## config.mk

```make
export PLATFORM = sky130hd
export DESIGN_NAME = prf_wb_bank_arbiter
export DESIGN_NICKNAME = d
export VERILOG_FILES = /design/src/rtl/prf_wb_bank_arbiter.sv
export SDC_FILE = /design/constraint.sdc
export NUM_CORES = 1
export LEC_CHECK = 0
export ABC_AREA = 0
export BUFFER_PORTS_ARGS = -buffer_cell sky130_fd_sc_hd__clkbuf_2
export CAP_MARGIN = 30
export CORE_MARGIN = 2
export CORE_UTILIZATION = 35
export DETAILED_ROUTE_END_ITERATION = 16
export PLACE_DENSITY_LB_ADDON = 0.3
export SYNTH_ARGS = -nofsm -noshare
export SYNTH_HDL_FRONTEND = slang
export SYNTH_SLANG_ARGS = --single-unit
```

## constraint.sdc

```tcl
create_clock -name CLK -period 6.5 [get_ports CLK]
set_input_delay 1.3 -clock CLK [delete_from_list [all_inputs] [get_ports CLK]]
set_output_delay 1.3 -clock CLK [all_outputs]
set_load 0.01 [all_outputs]
```

## src/rtl/prf_wb_bank_arbiter.sv

```systemverilog
// prf_wb_bank_arbiter: per-requestor writeback buffers with
// per-bank round-robin arbitration onto registered WB buses.
module prf_wb_bank_arbiter #(
    parameter int WR_COUNT        = 4,
    parameter int BANK_COUNT      = 4,
    parameter int LOG_PR_COUNT    = 7,
    parameter int LOG_ROB_ENTRIES = 7,
    parameter int DATA_WIDTH      = 32,
    parameter int LOG_BANK_COUNT  = $clog2(BANK_COUNT)
) (
    input  logic CLK,
    input  logic nRST,

    input  logic [WR_COUNT-1:0]                      WB_valid_by_wr,
    input  logic [WR_COUNT-1:0][DATA_WIDTH-1:0]      WB_data_by_wr,
    input  logic [WR_COUNT-1:0][LOG_PR_COUNT-1:0]    WB_PR_by_wr,
    input  logic [WR_COUNT-1:0][LOG_ROB_ENTRIES-1:0] WB_ROB_index_by_wr,
    output logic [WR_COUNT-1:0]                      WB_ready_by_wr,

    input  logic [BANK_COUNT-1:0] bank_stall_by_bank,

    output logic [BANK_COUNT-1:0] WB_bus_valid_by_bank,
    output logic [BANK_COUNT-1:0][DATA_WIDTH-1:0] WB_bus_data_by_bank,
    output logic [BANK_COUNT-1:0][LOG_PR_COUNT-LOG_BANK_COUNT-1:0]
        WB_bus_upper_PR_by_bank,
    output logic [BANK_COUNT-1:0][LOG_ROB_ENTRIES-1:0]
        WB_bus_ROB_index_by_bank
);

    localparam int LOG_WR = (WR_COUNT > 1) ? $clog2(WR_COUNT) : 1;

    logic [WR_COUNT-1:0]                      buf_valid;
    logic [WR_COUNT-1:0][DATA_WIDTH-1:0]      buf_data;
    logic [WR_COUNT-1:0][LOG_PR_COUNT-1:0]    buf_PR;
    logic [WR_COUNT-1:0][LOG_ROB_ENTRIES-1:0] buf_ROB;

    logic [BANK_COUNT-1:0][LOG_WR-1:0] rr_ptr;

    logic [WR_COUNT-1:0]               grant;
    logic [BANK_COUNT-1:0]             bank_grant;
    logic [BANK_COUNT-1:0][LOG_WR-1:0] grant_idx;
    logic [WR_COUNT-1:0]               accept;

    // Per bank: pick the first buffered candidate at or after the RR pointer.
    always_comb begin
        int k;
        logic [LOG_WR-1:0] ki;
        grant      = '0;
        bank_grant = '0;
        grant_idx  = '0;
        k          = 0;
        ki         = '0;
        for (int b = 0; b < BANK_COUNT; b++) begin
            for (int o = 0; o < WR_COUNT; o++) begin
                k = int'(rr_ptr[b]) + o;
                if (k >= WR_COUNT)
                    k = k - WR_COUNT;
                ki = LOG_WR'(k);
                if (!bank_stall_by_bank[b] && !bank_grant[b] &&
                    buf_valid[ki] &&
                    (buf_PR[ki][LOG_BANK_COUNT-1:0] ==
                     LOG_BANK_COUNT'(b))) begin
                    bank_grant[b] = 1'b1;
                    grant_idx[b]  = ki;
                    grant[ki]     = 1'b1;
                end
            end
        end
    end

    // A slot is free if empty or draining this cycle; never looks at valid.
    assign WB_ready_by_wr = ~buf_valid | grant;
    assign accept         = WB_valid_by_wr & WB_ready_by_wr;

    // Buffer entries: load on accept, otherwise clear when granted.
    always_ff @(posedge CLK or negedge nRST) begin
        if (!nRST) begin
            buf_valid <= '0;
            buf_data  <= '0;
            buf_PR    <= '0;
            buf_ROB   <= '0;
        end else begin
            for (int i = 0; i < WR_COUNT; i++) begin
                if (accept[i]) begin
                    buf_valid[i] <= 1'b1;
                    buf_data[i]  <= WB_data_by_wr[i];
                    buf_PR[i]    <= WB_PR_by_wr[i];
                    buf_ROB[i]   <= WB_ROB_index_by_wr[i];
                end else if (grant[i]) begin
                    buf_valid[i] <= 1'b0;
                end
            end
        end
    end

    // RR pointer moves just past the winner; held when no grant.
    always_ff @(posedge CLK or negedge nRST) begin
        if (!nRST) begin
            rr_ptr <= '0;
        end else begin
            for (int b = 0; b < BANK_COUNT; b++) begin
                if (bank_grant[b]) begin
                    if (grant_idx[b] == LOG_WR'(WR_COUNT - 1))
                        rr_ptr[b] <= '0;
                    else
                        rr_ptr[b] <= grant_idx[b] + 1'b1;
                end
            end
        end
    end

    // Registered WB bus per bank; payload holds when idle.
    always_ff @(posedge CLK or negedge nRST) begin
        if (!nRST) begin
            WB_bus_valid_by_bank     <= '0;
            WB_bus_data_by_bank      <= '0;
            WB_bus_upper_PR_by_bank  <= '0;
            WB_bus_ROB_index_by_bank <= '0;
        end else begin
            for (int b = 0; b < BANK_COUNT; b++) begin
                WB_bus_valid_by_bank[b] <= bank_grant[b];
                if (bank_grant[b]) begin
                    WB_bus_data_by_bank[b] <= buf_data[grant_idx[b]];
                    WB_bus_upper_PR_by_bank[b] <=
                        buf_PR[grant_idx[b]][LOG_PR_COUNT-1:LOG_BANK_COUNT];
                    WB_bus_ROB_index_by_bank[b] <= buf_ROB[grant_idx[b]];
                end
            end
        end
    end

endmodule
```

# [After elaboration in Yosys (flattened, before gate mapping)]
# Index checks and enable logic that the tools add are counted.
[totals] elab_cells=431 regBits=376 out_inout_bits=184
[op_classes] order_cmp=52 n_addsub=32 reduce_logical=84 n_bitwise=18 n_eq_ne=16 mux=196
[ops] cell="$bmux W7 S2" count=24
[ops] cell="$bmux W32 S2" count=4
[ops] cell="$mux W32" count=4
[ops] cell="$mux W2" count=52
[ops] cell="$mux W4" count=16
[ops] cell="$or A4 B4 Y4" count=16
[ops] cell="$logic_and A1 B1 Y1" count=60
[ops] cell="$lt A2 B3 Y1 const B" count=20
[ops] cell="$mux W1" count=56
[ops] cell="$mux W7" count=8
[ops] cell="$ge A3 B3 Y1 const B" count=12
[ops] cell="$bmux W1 S2" count=16
[ops] cell="$demux W1 S2" count=16
[ops] cell="$ge A2 B1 Y1 const B" count=16
[ops] cell="$sub A2 B1 Y2 const B" count=16
[ops] cell="$add A2 B2 Y3 const B" count=8
[ops] cell="$eq A2 B2 Y1 const B" count=12
[ops] cell="$logic_not A1 Y1" count=16
[ops] cell="$add A2 B1 Y3 const B" count=4
[ops] cell="$ge A2 B3 Y1 const B" count=4
[ops] cell="$add A2 B1 Y2 const B" count=4
[ops] cell="$eq A2 B1 Y1 const B" count=4
[ops] cell="$logic_not A2 Y1" count=4
[ops] cell="$reduce_bool A2 Y1" count=4
[ops] cell="other kinds (2)" count=2

# [Depth between registers and ports, before layout]
# Gate-level depths: netlist of run 1.
[logic_depth] depth_word=49 mapped_depth=15 ltp_nobuf=10

# [Least setup slack after synthesis of run 1]
# No wires, ideal clock.
[synth_path] path_type="reg2out" startpoint="reg with a tool-made name" endpoint="out WB_ready_by_wr[1]" path_buffers=2 t_arrival_ns=2.975 path_slack_ns=2.225 path_stages_with_launch=11 path_cell_list="dfrtp_1 > clkbuf_1 > inv_1 > ha_1 > inv_1 > mux4_2 > and3_1 > clkbuf_1 > a22oi_1 > o2111ai_1 > or3_1"
[synth_lines] item="end: declaration" line_no="18" text="output logic [WR_COUNT-1:0] WB_ready_by_wr,"

==> results of run 1 <==
through the flow:
stage | cells | cell area, sq um
2_1_floorplan | 2061 | 20700
3_3_place_gp | 3069 | 23200
3_5_place_dp | 3073 | 23300
4_1_cts | 3154 | 24800
5_1_grt | 3157 | 24800
6_report | 3157 | 24800
layout make-up:
| class | count | share of cell area [%] |
|---|---|---|
| Multi-Input combinational cell | 1500 | 42.7 |
| Sequential cell | 376 | 37.9 |
| Timing Repair Buffer | 411 | 9.09 |
| Clock buffer | 68 | 5.36 |
| Tap cell | 773 | 3.89 |
| Clock inverter | 13 | 0.811 |
| Inverter | 13 | 0.196 |
| Antenna cell | 3 | 0.0302 |
routing by layer:
layer | up-vias | global-route usage, % | share of wire, % | wire, microns
met5 | - | 0 | 0.048 | 40
met4 | 6 | 8.44 | 2.9 | 2460
met3 | 164 | 5.74 | 8.7 | 7240
met2 | 939 | 42.3 | 46 | 38500
met1 | 9366 | 36.5 | 42 | 35200
li1 | 8053 | - | - | -
flip-flops by register name (all words and copies together), names as in the netlist, named ones only:
name / count
WB_bus_upper_PR_by_bank: 20
WB_bus_data_by_bank: 128
WB_bus_valid_by_bank: 4
buf_PR: 28
buf_ROB: 28
WB_bus_ROB_index_by_bank: 28
buf_data: 128
buf_valid: 4
rr_ptr: 4
path summary, 6_finish.rpt:
| check | from | endpoint | cells past startpoint |
|---|---|---|---|
| worst max-delay path | flip-flop | WB_ready_by_wr[1] | 10 |
| worst min-delay path | WB_bus_data_by_bank[78]$_DFFE_PN0P_ | WB_bus_data_by_bank[78]$_DFFE_PN0P_ | 1 |
| worst max register to register | flip-flop | rr_ptr[7]$_DFFE_PN0P_ | 10 |
| worst min register to register | WB_bus_data_by_bank[78]$_DFFE_PN0P_ | WB_bus_data_by_bank[78]$_DFFE_PN0P_ | 1 |
| max in group asynchronous | nRST | buf_ROB[2]$_DFFE_PN0P_ | 2 |
| min in group asynchronous | nRST | buf_data[41]$_DFFE_PN0P_ | 1 |
kinds of logic (layout without fill, tap and decap cells):
| kind of cell | Yosys count | count (layout) | share of synthesized area [%] |
|---|---|---|---|
| buffers and inverters | 185 | 505 | 4.11 |
| AO/OA/AOI/OAI | 432 | 432 | 15.3 |
| multiplexers | 371 | 371 | 19.5 |
| adder cells (fa/ha/maj) | 16 | 16 | 0.967 |
| XOR/XNOR | 6 | 6 | 0.254 |
| other | 0 | 3 | 0 |
| flip-flops | 376 | 376 | 45.4 |
| AND/OR/NAND/NOR | 675 | 675 | 14.5 |
synthesized netlist by cell type (8+ instances only):
cell | instances | area share [%]
nand3_1 | 18 | 0.44
a31oi_1 | 47 | 1.4
o22ai_1 | 54 | 1.6
buf_2 | 32 | 0.77
clkbuf_1 | 111 | 2.0
a211oi_1 | 9 | 0.33
a221oi_1 | 96 | 4.1
dfrtp_1 | 376 | 45
nand3b_1 | 8 | 0.29
nand2_1 | 118 | 2.1
o21ai_0 | 60 | 1.4
a21oi_1 | 65 | 1.6
buf_4 | 15 | 0.54
mux2_1 | 50 | 2.7
buf_6 | 8 | 0.44
mux2i_1 | 179 | 8.7
o221a_2 | 44 | 2.4
ha_1 | 16 | 0.97
and3b_1 | 9 | 0.38
mux2_2 | 135 | 7.3
nor2b_1 | 19 | 0.57
nand2b_1 | 63 | 1.9
nor2_1 | 388 | 7.0
inv_1 | 12 | 0.22
nor3_1 | 13 | 0.31
==> metrics, run 1 <==
status=finished, final reports clean; GRT Total Usage=about a quarter; Worst Path Arrival=~4.4 ns; # rows=approximately 90; drt wl/cell=roughly 26 microns; drt first pass iters=7; routed via count=around 19,000; crit-path leading delay family=compound AO/OA/AOI/OAI gates; Yosys reg bits=approximately 380; clock-pin transition on the worst setup and hold timing paths=~0.070 ns; setup ws final=between 0.7 and 0.8 ns; io pins=between 300 and 400; largest net degree at the start of global routing=140; slowest CP cell=dfrtp_1; worst path required time=roughly 5.2 ns; DRT iter0 DRCs=between 1,500 and 2,000; vias in the first global route=between 15,000 and 20,000; most frequent cells in the layout=nor2_1 (386), dfrtp_1 (376), clkbuf_2 (376); fin crit period=~5.7 ns; Sum Neg Setup Slack=0 ns; Initial Util=a little over a third; Crit path largest cell delay=0.72 ns; DP HPWL=53.6 mm; Netlist cell types=79; NumNets Final=2,556; global-route wire length before repair=122 mm; commonest non-fill, non-tap cell in the layout=nor2_1; relative slew slack=a little under a third; Post-synth ARST share=100%; Avg Inst Size Synth=roughly 10 sq um; FF+latch area=9410 sq um; final hold violation count=0; remaining global-route overflow=0; die area=about 60,000 sq um; max-slew violation count=0; Fmax achieved=0.175 GHz; DRC errors left=0; CP bufs+invs=3; Post-CTS Repair Setup Buffers=0; RSZ-0062 raised after global routing=false; EDFF count, synth=0; fraction of layout cells with a size suffix above 1=between 20% and 30%; initial antenna violation count=7; Setup Viol. Count Final=0; clk root buf=clkbuf_16; synthesis-to-layout area growth=20.0%; H-tree depth=2; Setup Skew=0.0315 ns; Port Buffer Count=377; Routed Antenna Nets=0; cell count after synthesis=slightly above 2,000; Place WS=~1.5 ns; Sink Count=between 300 and 400; Die Y-Extent=approximately 250 microns; total wire length=between 80 and 90 mm; CP Max Fanout=17; Hold WC Path Type=flip-flop to flip-flop; PostCTS Resize Cnt=0; CP Class=flip-flop to output pin; total CTS buffers=44; r2r setup slk=1.59 ns; synthesized area=20,700 sq um; FILL cells=between 5,000 and 6,000; Syn. warnings=0; worst slew pin tran=approximately 1.0 ns; Setup crit end kind=output pin; hold-fix buffers at CTS=0; Placer Congestion=0.918; Finished Core Util=between 40% and 50%; Final Hold Slack=approximately 0.56 ns; die width=247 microns; Final period util=a little under 90%; number of vias per cell=5.87; Synth Flop Type=dfrtp_1; register area share after synthesis=a little under half; multi-input logic area=roughly 11,000 sq um; crit-path cells=clkinv_1 > ha_1 > nor2b_1 > a22oi_1 > nand3_1 > a211oi_1 > inv_1 > o21ai_0 > or3_1 > clkbuf_2; Clock Latency Late Sink=about 0.60 ns; Core ar.=about 59,000 sq um; TritonCTS clock tree=yes; syn nets=about 2,300; Setup crit start kind=flip-flop; max-cap violation count=0; clock buffer depth=3
Power of run 1 is not shown: default switching activity piles up to over one toggle a cycle in this logic, so the estimate is an artifact.
==> run 2, diff against run 1 <==
--- a/config.mk
+++ b/config.mk
@@ -6,12 +6,11 @@
 export NUM_CORES = 1
 export LEC_CHECK = 0
 export ABC_AREA = 0
-export BUFFER_PORTS_ARGS = -buffer_cell sky130_fd_sc_hd__clkbuf_2
+export BUFFER_PORTS_ARGS = -buffer_cell sky130_fd_sc_hd__buf_4
 export CAP_MARGIN = 30
 export CORE_MARGIN = 2
 export CORE_UTILIZATION = 35
 export DETAILED_ROUTE_END_ITERATION = 16
-export PLACE_DENSITY_LB_ADDON = 0.3
 export SYNTH_ARGS = -nofsm -noshare
 export SYNTH_HDL_FRONTEND = slang
 export SYNTH_SLANG_ARGS = --single-unit
==> constraint.sdc (replaced) <==
create_clock -name CLK -period 5.2 [get_ports CLK]
set_input_delay 1.04 -clock CLK [delete_from_list [all_inputs] [get_ports CLK]]
set_output_delay 1.04 -clock CLK [all_outputs]
set_load 0.01 [all_outputs]
==> metrics, run 2 (same netlist as run 1, synthesis figures left out) <==
status=finished, final reports clean (unchanged); vias in the first global route=18,300 (was 18,400); Core ar.=58,800 sq um (unchanged); die width=247 microns (unchanged); DP HPWL=53.1 mm (was 53.6 mm); CP Class=flip-flop to output pin (unchanged); Initial Util=35.2% (unchanged); Fmax achieved=between 0.2 and 0.25 GHz; RR Startpoint=rr_ptr[5]$_DFFE_PN0P_; PostCTS Resize Cnt=0 (unchanged); NumNets Final=2,563 (was 2,556); worst path required time=4.16 ns (was 5.20 ns); CP Max Fanout=11 (was 17); Routed Antenna Nets=0 (unchanged); Post-CTS Repair Setup Buffers=0 (unchanged); # rows=89 (unchanged); io pins=378 (unchanged); global-route wire length before repair=123 mm (was 122 mm); Sink Count=376 (unchanged); max-slew violation count=0 (unchanged); TritonCTS clock tree=yes (unchanged); most frequent cells in the layout=buf_4 (400), nor2_1 (386), dfrtp_1 (376) (was nor2_1 (386), dfrtp_1 (376), clkbuf_2 (376)); Setup crit end kind=output pin (unchanged); DRC errors left=0 (unchanged); Setup crit start kind=flip-flop (unchanged); Worst Path Arrival=3.82 ns (was 4.41 ns); Placer Congestion=0.945 (was 0.918); total CTS buffers=46 (was 44); final hold violation count=0 (unchanged); hold-fix buffers at CTS=0 (unchanged); Hold WC Path Type=input port to asynchronous set/reset pin (was flip-flop to flip-flop); DRT iter0 DRCs=1,754 (was 1,820); die area=61,100 sq um (unchanged); Port Buffer Count=377 (unchanged); Final period util=93.4%; drt wl/cell=26.8 microns (was 26.4 microns); worst slew pin tran=1.00 ns (was 1.04 ns); remaining global-route overflow=0 (unchanged); r2r setup slk=1.10 ns (was 1.59 ns); Clock Latency Late Sink=0.60 ns (about the same); Setup Viol. Count Final=0 (unchanged); total wire length=84.7 mm (was 83.4 mm); Worst setup startpoint=buf_valid[1]$_DFFE_PN0P_; clk root buf=clkbuf_16 (unchanged); number of vias per cell=5.93 (was 5.87); RSZ-0062 raised after global routing=false (unchanged); largest net degree at the start of global routing=105 (was 140); relative slew slack=33.1% (was 30.7%); fin crit period=4.86 ns; Setup Skew=0.0262 ns (was 0.0315 ns); max-cap violation count=0 (unchanged); Largest regs=WB_bus_data_by_bank x128, buf_data x128 (unchanged); clock-pin transition on the worst setup and hold timing paths=0.06 ns (was 0.07 ns); commonest non-fill, non-tap cell in the layout=buf_4 (was nor2_1); FF-to-FF path depth=11 (was 10); routed via count=18,800 (was 18,500); H-tree depth=2 (unchanged); synthesis-to-layout area growth=25.0% (was 20.0%); GRT Total Usage=27.2% (was 26.7%); Die Y-Extent=247 microns (unchanged); Sum Neg Setup Slack=0 ns (unchanged); initial antenna violation count=4 (was 7); drt first pass iters=5 (was 7); RR Endpoint=buf_data[9]$_DFFE_PN0P_ (was rr_ptr[7]$_DFFE_PN0P_); fraction of layout cells with a size suffix above 1=29.5% (was 29.3%); Worst setup endpoint=WB_ready_by_wr[1] (unchanged); clock buffer depth=3 (unchanged)
-- run 2: metrics by stage --
| step | instance area, sq um | worst slack (ns) | utilization, % | hold slack (ns) | instances |
|---|---|---|---|---|---|
| 5_1_grt | 25900 | 0.0553 | 44.0 | 0.541 | 3161 |
| 3_5_place_dp | 24400 | 0.885 | 41.4 | 0.549 | 3078 |
| 3_3_place_gp | 24300 | 0.921 | 41.4 | 0.551 | 3077 |
| 2_1_floorplan | 20700 | 1.18 | - | 0.531 | 2061 |
| 6_report | 25900 | 0.341 | 44.0 | 0.448 | 3163 |
| 4_1_cts | 25900 | 0.245 | 44.0 | 0.523 | 3160 |
-- run 2: critical path: stages, from the launching register on --
cell,delay [ns]
dfrtp_1,0.62
nor3b_1,0.66
nor2_1,0.24
a32oi_1,0.29
o32ai_1,0.20
a211oi_1,0.28
o2111ai_1,0.26
or3_1,0.50
buf_4,0.17
-- run 2: routing by layer --
metal / share of wire (%) / up-vias / global-route usage [%]
li1: - / 8081 / -
met1: 42 / 9476 / 36.9
met2: 46 / 1005 / 42.6
met3: 8.9 / 193 / 5.72
met4: 3.6 / 2 / 10.2
met5: 0.015 / - / 0
-- run 2: area by class of cell --
cell class,count,area [sq um]
Clock buffer,67,1330
Antenna cell,3,7.51
Tap cell,773,967
Fill cell,5628,32900
Timing Repair Buffer,416,3330
Multi-Input combinational cell,1500,10600
Sequential cell,376,9410
Inverter,13,48.8
Clock inverter,15,184
-- run 2: worst min-delay path by stage --
stage                                                      to  cells past startpoint
final                     WB_bus_data_by_bank[41]$_DFFE_PN0P_                      1
after CTS                            buf_data[41]$_DFFE_PN0P_                      1
after global routing                 buf_data[41]$_DFFE_PN0P_                      1
after global placement    WB_bus_data_by_bank[85]$_DFFE_PN0P_                      1
after floorplan                        buf_PR[10]$_DFFE_PN0P_                      1
after detailed placement  WB_bus_data_by_bank[72]$_DFFE_PN0P_                      1
Power of run 2 is left out for the same reason.
